==> src/rtl/instr_encoder_loader.sv <==
// Packs RV32I instruction fields into 32-bit words and streams
// them into instruction memory through a back-pressured write port.
module instr_encoder_loader #(
    parameter int          ADDR_W    = 8,
    parameter int unsigned BASE_ADDR = 0,
    parameter int          DEPTH     = 64
) (
    input  logic              clk,
    input  logic              rst_n,
    input  logic              start,
    input  logic              inValid,
    output logic              inReady,
    input  logic [6:0]        op,
    input  logic [2:0]        func3,
    input  logic              func7,
    input  logic [4:0]        rd,
    input  logic [4:0]        rs1,
    input  logic [4:0]        rs2,
    input  logic [31:0]       imm,
    input  logic              last,
    output logic              imWe,
    output logic [ADDR_W-1:0] imAddr,
    output logic [31:0]       imData,
    input  logic              imReady,
    output logic [ADDR_W-1:0] count,
    output logic              done,
    output logic              illegal,
    output logic              full
);

    typedef enum logic [1:0] {
        IDLE,
        ACCEPT,
        WRITE,
        DONE
    } state_t;

    state_t              r_state;
    logic                r_last;
    logic                r_in_ready;
    logic                r_we;
    logic [ADDR_W-1:0]   r_addr;
    logic [31:0]         r_data;
    logic [ADDR_W-1:0]   r_count;
    logic                r_done;
    logic                r_illegal;
    logic                r_full;

    logic [31:0]         w_enc;
    logic                w_legal;
    logic signed [31:0]  w_imm;
    logic                w_i_ok;
    logic                w_b_ok;
    logic                w_j_ok;
    logic [ADDR_W-1:0]   w_cnt_nxt;
    logic                w_at_depth;

    assign w_imm  = $signed(imm);
    assign w_i_ok = (w_imm >= -32'sd2048) && (w_imm <= 32'sd2047);
    assign w_b_ok = (w_imm >= -32'sd4096) && (w_imm <= 32'sd4094)
                    && !imm[0];
    assign w_j_ok = (w_imm >= -32'sd1048576) && (w_imm <= 32'sd1048574)
                    && !imm[0];

    always_comb begin
        w_enc   = '0;
        w_legal = 1'b0;
        case (op)
            7'b0110011: begin
                w_enc   = {1'b0, func7, 5'b0, rs2, rs1, func3, rd, op};
                w_legal = 1'b1;
            end
            7'b0010011, 7'b0000011: begin
                w_enc   = {imm[11:0], rs1, func3, rd, op};
                w_legal = w_i_ok;
            end
            7'b0100011: begin
                w_enc   = {imm[11:5], rs2, rs1, func3, imm[4:0], op};
                w_legal = w_i_ok;
            end
            7'b1100011: begin
                w_enc   = {imm[12], imm[10:5], rs2, rs1, func3,
                           imm[4:1], imm[11], op};
                w_legal = w_b_ok;
            end
            7'b1101111: begin
                w_enc   = {imm[20], imm[10:1], imm[11], imm[19:12], rd, op};
                w_legal = w_j_ok;
            end
            default: begin
                w_enc   = '0;
                w_legal = 1'b0;
            end
        endcase
    end

    assign w_cnt_nxt  = r_count + ADDR_W'(1);
    assign w_at_depth = (w_cnt_nxt == ADDR_W'(DEPTH));

    always_ff @(posedge clk or negedge rst_n) begin
        if (!rst_n) begin
            r_state    <= IDLE;
            r_last     <= 1'b0;
            r_in_ready <= 1'b0;
            r_we       <= 1'b0;
            r_addr     <= ADDR_W'(BASE_ADDR);
            r_data     <= '0;
            r_count    <= '0;
            r_done     <= 1'b0;
            r_illegal  <= 1'b0;
            r_full     <= 1'b0;
        end else begin
            case (r_state)
                IDLE, DONE: begin
                    if (start) begin
                        r_state    <= ACCEPT;
                        r_in_ready <= 1'b1;
                        r_addr     <= ADDR_W'(BASE_ADDR);
                        r_count    <= '0;
                        r_done     <= 1'b0;
                        r_illegal  <= 1'b0;
                        r_full     <= 1'b0;
                    end
                end
                ACCEPT: begin
                    if (inValid) begin
                        if (w_legal) begin
                            r_data     <= w_enc;
                            r_last     <= last;
                            r_in_ready <= 1'b0;
                            r_we       <= 1'b1;
                            r_state    <= WRITE;
                        end else begin
                            r_illegal <= 1'b1;
                            if (last) begin
                                r_in_ready <= 1'b0;
                                r_done     <= 1'b1;
                                r_state    <= DONE;
                            end
                        end
                    end
                end
                WRITE: begin
                    // Address, data and strobe stay frozen until IMEM accepts.
                    if (imReady) begin
                        r_we    <= 1'b0;
                        r_addr  <= r_addr + ADDR_W'(4);
                        r_count <= w_cnt_nxt;
                        if (r_last || w_at_depth) begin
                            r_full  <= r_full | w_at_depth;
                            r_done  <= 1'b1;
                            r_state <= DONE;
                        end else begin
                            r_in_ready <= 1'b1;
                            r_state    <= ACCEPT;
                        end
                    end
                end
                default: r_state <= IDLE;
            endcase
        end
    end

    assign inReady = r_in_ready;
    assign imWe    = r_we;
    assign imAddr  = r_addr;
    assign imData  = r_data;
    assign count   = r_count;
    assign done    = r_done;
    assign illegal = r_illegal;
    assign full    = r_full;

endmodule

==> config.mk <==
export PLATFORM = sky130hd
export DESIGN_NAME = instr_encoder_loader
export DESIGN_NICKNAME = d
export VERILOG_FILES = /design/src/rtl/instr_encoder_loader.sv
export SDC_FILE = /design/constraint.sdc
export NUM_CORES = 1
export LEC_CHECK = 0
export BUFFER_PORTS_ARGS = -buffer_cell sky130_fd_sc_hd__buf_2
export CELL_PAD_IN_SITES_DETAIL_PLACEMENT = 1
export CELL_PAD_IN_SITES_GLOBAL_PLACEMENT = 2
export CORE_UTILIZATION = 32
export CTS_CLUSTER_DIAMETER = 200
export DETAILED_ROUTE_END_ITERATION = 10
export GPL_TIMING_DRIVEN = 0
export PLACE_DENSITY = 0.88
export SETUP_SLACK_MARGIN = 0.02
export SYNTH_ARGS = -nofsm -noshare
export SYNTH_HDL_FRONTEND = slang
export SYNTH_SLANG_ARGS = --single-unit
export TNS_END_PERCENT = 30
==> constraint.sdc <==
create_clock -name clk -period 5.2 [get_ports clk]
set_input_delay 0.26 -clock clk [delete_from_list [all_inputs] [get_ports clk]]
set_output_delay 0.26 -clock clk [all_outputs]
set_load 0.03 [all_outputs]
==> results of run 1 <==
cell families after synthesis:
group	synth area share, %
other	0.118
AND/OR/NAND/NOR	18.0
buffers and inverters	5.13
AO/OA/AOI/OAI	17.7
multiplexers	14.4
flip-flops	42.6
adder cells (fa/ha/maj)	1.97
metrics by stage:
step	setup WS, ns	instance area, µm²	instances
final	2.57	4030	561
after global routing	2.36	4030	561
after CTS	2.56	4020	561
after detailed placement	2.52	3910	553
after global placement	2.56	3910	553
after floorplan	2.82	3170	310
report_power, final:
group | internal (W) | total (W) | switching, W
registers | 0.000468 | 0.000506 | 0.0000384
clock network | 0.000147 | 0.000307 | 0.000160
logic | 0.000135 | 0.000431 | 0.000296
layout make-up:
class	count	area, µm²	area share [%]
multi-input combinational	228	1660	41.2
sequential	54	1350	33.6
timing repair buffer	114	573	14.2
tap	129	161	4.01
buffer	17	121	3.02
clock buffer	5	68.8	1.71
clock inverter	3	48.8	1.21
inverter	11	41.3	1.03
synthesized netlist by cell type, drive strengths merged (2+ instances only):
cell,n
o21a,2
nand4,12
and3,3
o21ai,15
a31oi,4
dfrtp,54
or2,4
or3,2
mux2i,12
a21o,2
inv,11
buf,9
ha,5
nand3,14
a22o,22
nor4,7
mux2,23
a21oi,15
nand2b,6
o22ai,2
clkbuf,8
nor2,17
nand2,32
a222oi,3
nor3,8
registers in the layout, indices dropped and copies added (netlist names):
signal / flops
done: 1
r_last: 1
r_state: 2
imAddr: 6
full: 1
imWe: 1
imData: 32
inReady: 1
illegal: 1
count: 8
worst reg2reg max path, stage by stage (launching register included):
cell and delay, ns:
dfrtp_1 0.47, ha_1 0.27, nand3_1 0.15, nor4_1 0.29, o211ai_1 0.14, a221oi_1 0.48, o21ai_0 0.21, or4_1 0.43
o221ai_1 0.09
layer usage:
| layer | share of wire (%) | vias up |
|---|---|---|
| li1 | - | 1390 |
| met1 | 44 | 1453 |
| met2 | 50 | 78 |
| met3 | 4.6 | 11 |
| met4 | 1.4 | 0 |
| met5 | 0 | - |
worst min-delay path by stage:
| stage | startpoint | end | slack, ns | cells past startpoint |
|---|---|---|---|---|
| after floorplan | rst_n | count[0] | -0.04 | 0 |
| after global placement | imData[1] | imData[1] | 0.45 | 1 |
| after detailed placement | imData[0] | imData[0] | 0.46 | 1 |
| after CTS | imm[5] | imData[25] | 0.18 | 3 |
| after global routing | rst_n | count[4] | 0.03 | 1 |
| final | rst_n | count[4] | -0.03 | 1 |
==> impl_metrics.json, run 1 <==
{
  "worstSetupEndpointType": "flip-flop",
  "final_common_cell": "buf_2",
  "synth_seq_cells": 54,
  "failed_checks": "hold timing",
  "fin_skew_ns": 0.00974,
  "fin_crit_ns": 2.63,
  "max_cap_viol_count": 0,
  "area.growth.synth_to_final_pct": 27.0,
  "yosysTopAreaCell": "dfrtp_1",
  "drcViolationCount": 0,
  "drtIter0Drc": 89,
  "hold_ws_ns": -0.0300,
  "fillers": 1105,
  "cp-start-kind": "flip-flop",
  "yosys_warnings": 0,
  "die-area_um2": 10300,
  "die-width_um": 102,
  "ctsResizeCount": 0,
  "crit_type": "flip-flop to flip-flop",
  "setup.worst_path.end": "r_state[1]",
  "leakage_nw": 2.08,
  "grt_pass1_wl_um": 15000,
  "synth-seq-area-share_pct": 42.6,
  "use_met2_pct": 32.4,
  "cts.clk_slew.worst_paths_ns": 0.11,
  "grt_antenna_before_repair": 0,
  "cts_tree": "built",
  "synth_cell_type_count": 52,
  "final_layout_size_suffix_gt1_share_pct": 38.0,
  "p_per_area_nw_per_um2": 309,
  "design.core.area_um2": 9420,
  "hold_path_class": "primary input to async pin",
  "critPathTopFamily": "compound AO/OA/AOI/OAI gates",
  "clock_latency_ns": 0.32,
  "grt.met1_usage_pct": 23.5,
  "total_power_w": 0.00124,
  "async_reset_ff_share_pct": 100,
  "netlist_instances": 309,
  "io_pins": 117,
  "syn-mean-instance-area_um2": 10.3,
  "synthesis.area_um2": 3170,
  "status": "complete, but fails checks",
  "vias_per_cell": 5.23,
  "post_cts_buffers": 0,
  "use_met3_pct": 3.86,
  "grt-ovfl-total": 0,
  "final_nets": 500,
  "num_rows": 35,
  "r2r_end": "r_state[1]",
  "wl_per_cell_um": 16.8,
  "slowest_delay_ns": 0.48,
  "routed_wl_um": 9420,
  "synth_top_area_share_pct": 42.6,
  "synth-main-ff-cell": "dfrtp_1",
  "reg2reg_setup_slack_ns": 2.57,
  "cp.depth": 8,
  "worstMarginPinSlew_ns": 0.878,
  "drv_slew": 0,
  "vias": 2932,
  "synthTopCellsByArea": "dfrtp_1, mux2_4, a22o_1",
  "crit_slowest_cell": "a221oi_1",
  "finalHoldViolations": 48,
  "antenna_left": 0,
  "finalCritPeriodShare_pct": 50.5,
  "cp.arrival_ns": 2.86,
  "max_freq_mhz": 381,
  "portBuffers": 114,
  "critPathRequiredTime_ns": 5.43,
  "busiest_layer": "met2",
  "final-setup-viol-count": 0,
  "holdBufCountCts": 0,
  "place_hpwl_um": 7310,
  "numCtsBuffers": 5,
  "final_util_pct": 42.8,
  "rr_worst_depth": 8,
  "path_max_fanout": 7,
  "grt_max_degree": 55,
  "rsz0062_at_grt": "no",
  "critPathBufInv": 0,
  "cts_root_buf": "clkbuf_8",
  "antennaDiodeCount": 0,
  "slew_headroom_pct": 41.5,
  "crit_start": "count[0]",
  "grt_usage_pct": 18.7,
  "grt_pass1_vias": 3011,
  "clock_path_buffers": 2,
  "regToRegStartpoint": "count[0]",
  "cts_htree_levels": 2,
  "ir_worst_vdd_mv": 0.135,
  "die_h_um": 102,
  "finalSetupTns_ns": 0,
  "gp_congestion": 0.870,
  "firstDrtPassIters": 4,
  "synth_edf_count": 0,
  "cp_cell_sequence": "ha_1 > nand3_1 > nor4_1 > o211ai_1 > a221oi_1 > o21ai_0 > or4_1 > o221ai_1",
  "clkSinkCount": 54,
  "final_cell_mix": "buf_2, dfrtp_1, nand2_1, a22o_1, mux2_4",
  "start_util_pct": 33.7
}
No activity file was read; power rests on OpenSTA's default activity.
==> inputs of run 2 (changes only) <==
CORE_UTILIZATION = 30   (was 32)
PLACE_DENSITY = 0.83   (was 0.88)
clock period = 2.7 ns   (was 5.2 ns; I/O delays follow)
==> impl_metrics.json, run 2 (synthesized netlist as in run 1, its figures left out) <==
{
  "status": "finished, final reports clean",
  "cts.clk_slew.worst_paths_ns": 0.10,
  "cts_root_buf": "clkbuf_8",
  "setup_slack_ns": 0.192,
  "fin_crit_ns": 2.51,
  "io_pins": 117,
  "regToRegStartpoint": "count[0]",
  "cts_tree": "built",
  "start_util_pct": 30.8,
  "slew_headroom_pct": 39.4,
  "fin_cells": 569,
  "drtIter0Drc": 77,
  "num_rows": 37,
  "gp_congestion": 0.820,
  "wl_per_cell_um": 16.0,
  "routed_wl_um": 9080,
  "finalHoldViolations": 0,
  "vias_per_cell": 5.12,
  "cp_cell_sequence": "ha_1 > nand3_1 > nor4_1 > o211ai_1 > a221oi_2 > o21ai_0 > or4_1 > o221ai_1",
  "final_layout_size_suffix_gt1_share_pct": 38.1,
  "final_cell_mix": "buf_2, dfrtp_1, nand2_1, a22o_1, mux2_4",
  "die-area_um2": 11000,
  "antennaDiodeCount": 0,
  "min_from": "imm[5]",
  "clkSinkCount": 54,
  "grt_max_degree": 55,
  "cp-start-kind": "flip-flop",
  "antenna_left": 0,
  "pre_cts_ws_ns": 0.0672,
  "grt_pass1_vias": 2945,
  "vias": 2913,
  "final-setup-viol-count": 0,
  "worstSetupEndpointType": "flip-flop",
  "numCtsBuffers": 5,
  "critPathRequiredTime_ns": 2.93,
  "finalCritPeriodShare_pct": 92.9,
  "slowest_delay_ns": 0.50,
  "cp.arrival_ns": 2.74,
  "grt_pass1_wl_um": 15100,
  "final_common_cell": "buf_2",
  "rsz0062_at_grt": "yes",
  "portBuffers": 114,
  "worstMarginPinSlew_ns": 0.908,
  "firstDrtPassIters": 6,
  "die-width_um": 105,
  "fin_skew_ns": 0.00435,
  "p_per_area_nw_per_um2": 584,
  "drv_slew": 0,
  "ir_worst_vdd_mv": 0.209,
  "grt-ovfl-total": 0,
  "place_inst": 560,
  "area.growth.synth_to_final_pct": 27.6,
  "die_h_um": 105,
  "crit_start": "count[0]",
  "place_hpwl_um": 7010,
  "drcViolationCount": 0,
  "leakage_nw": 2.08,
  "grt_usage_pct": 17.3,
  "largest_reg_flops": 32,
  "place_area_um2": 3910,
  "hold_path_class": "primary input to flip-flop",
  "grt_antenna_before_repair": 0,
  "path_max_fanout": 7,
  "design.core.area_um2": 10300,
  "crit_slowest_cell": "dfrtp_1",
  "max_freq_mhz": 399,
  "max_cap_viol_count": 0,
  "cts_htree_levels": 2,
  "clock_latency_ns": 0.31,
  "final_nets": 501,
  "clock_path_buffers": 2,
  "final_area_um2": 4050,
  "crit_type": "flip-flop to flip-flop"
}
## run 2: changes by cell type in the layout (fill, tap and decap cells not counted), sizes merged
cell and change:
clkbuf +1, dlygate4sd3 +1, inv -1
## run 2: final cells by class
cell class              count  area, µm²
well taps                 136        170
repair buffers            115        583
clock buffers               6       72.6
fillers                  1251       6230
clock inverters             2       37.5
multi-input cells         228       1670
plain buffers              17        121
inverters                  11       41.3
flip-flops and latches     54       1350
## run 2: path summary, 6_finish.rpt
path,endpoint,depth (start not counted),slack [ns]
setup / recovery,r_state[1],8,0.19
hold / removal,imData[25],3,0.07
setup reg to reg,r_state[1],8,0.19
hold reg to reg,imData[0],1,0.47
max in group asynchronous,imData[11],2,1.81
min in group asynchronous,count[3],2,0.41
## run 2: power by group
group | total, W | switching (W) | internal, W
Combinational | 0.000830 | 0.000567 | 0.000263
Clock | 0.000560 | 0.000283 | 0.000277
Sequential | 0.000973 | 0.0000720 | 0.000901
## run 2: metal layers
| layer | vias up | global-route usage (%) | routed length [µm] |
|---|---|---|---|
| met5 | - | 0 | 0 |
| met4 | 0 | 3.92 | 82 |
| met3 | 6 | 4.43 | 614 |
| met2 | 98 | 28.8 | 4290 |
| met1 | 1416 | 22.3 | 4090 |
| li1 | 1393 | - | - |
## run 2: stage by stage
| step | hold slack (ns) | utilization (%) | total power (W) | TNS [ns] |
|---|---|---|---|---|
| after CTS | 0.0634 | 39.2 | 0.00239 | 0 |
| after floorplan | -0.161 | - | 0.00152 | 0 |
| after detailed placement | 0.408 | 38.1 | 0.00183 | 0 |
| after global routing | 0.0529 | 39.4 | 0.00252 | -0.0272 |
| final | 0.0663 | 39.4 | 0.00236 | 0 |
| after global placement | 0.395 | 38.1 | 0.00181 | 0 |
## run 2: critical path, delay by kind of cell (launching register included)
kind / cells / cell delay, ns
fa+ha+maj: 1 / 0.28
simple gates: 3 / 0.85
flops: 1 / 0.50
compound gates: 4 / 0.80
## run 2: repair_timing
action / 4_1_cts / 5_1_grt
resized for setup: 0 / 2
buffers inserted: 0 / 0
hold buffers: 0 / 1
hold endpoints to repair: 0 / 54
endpoints found under the setup margin: 0 / 9
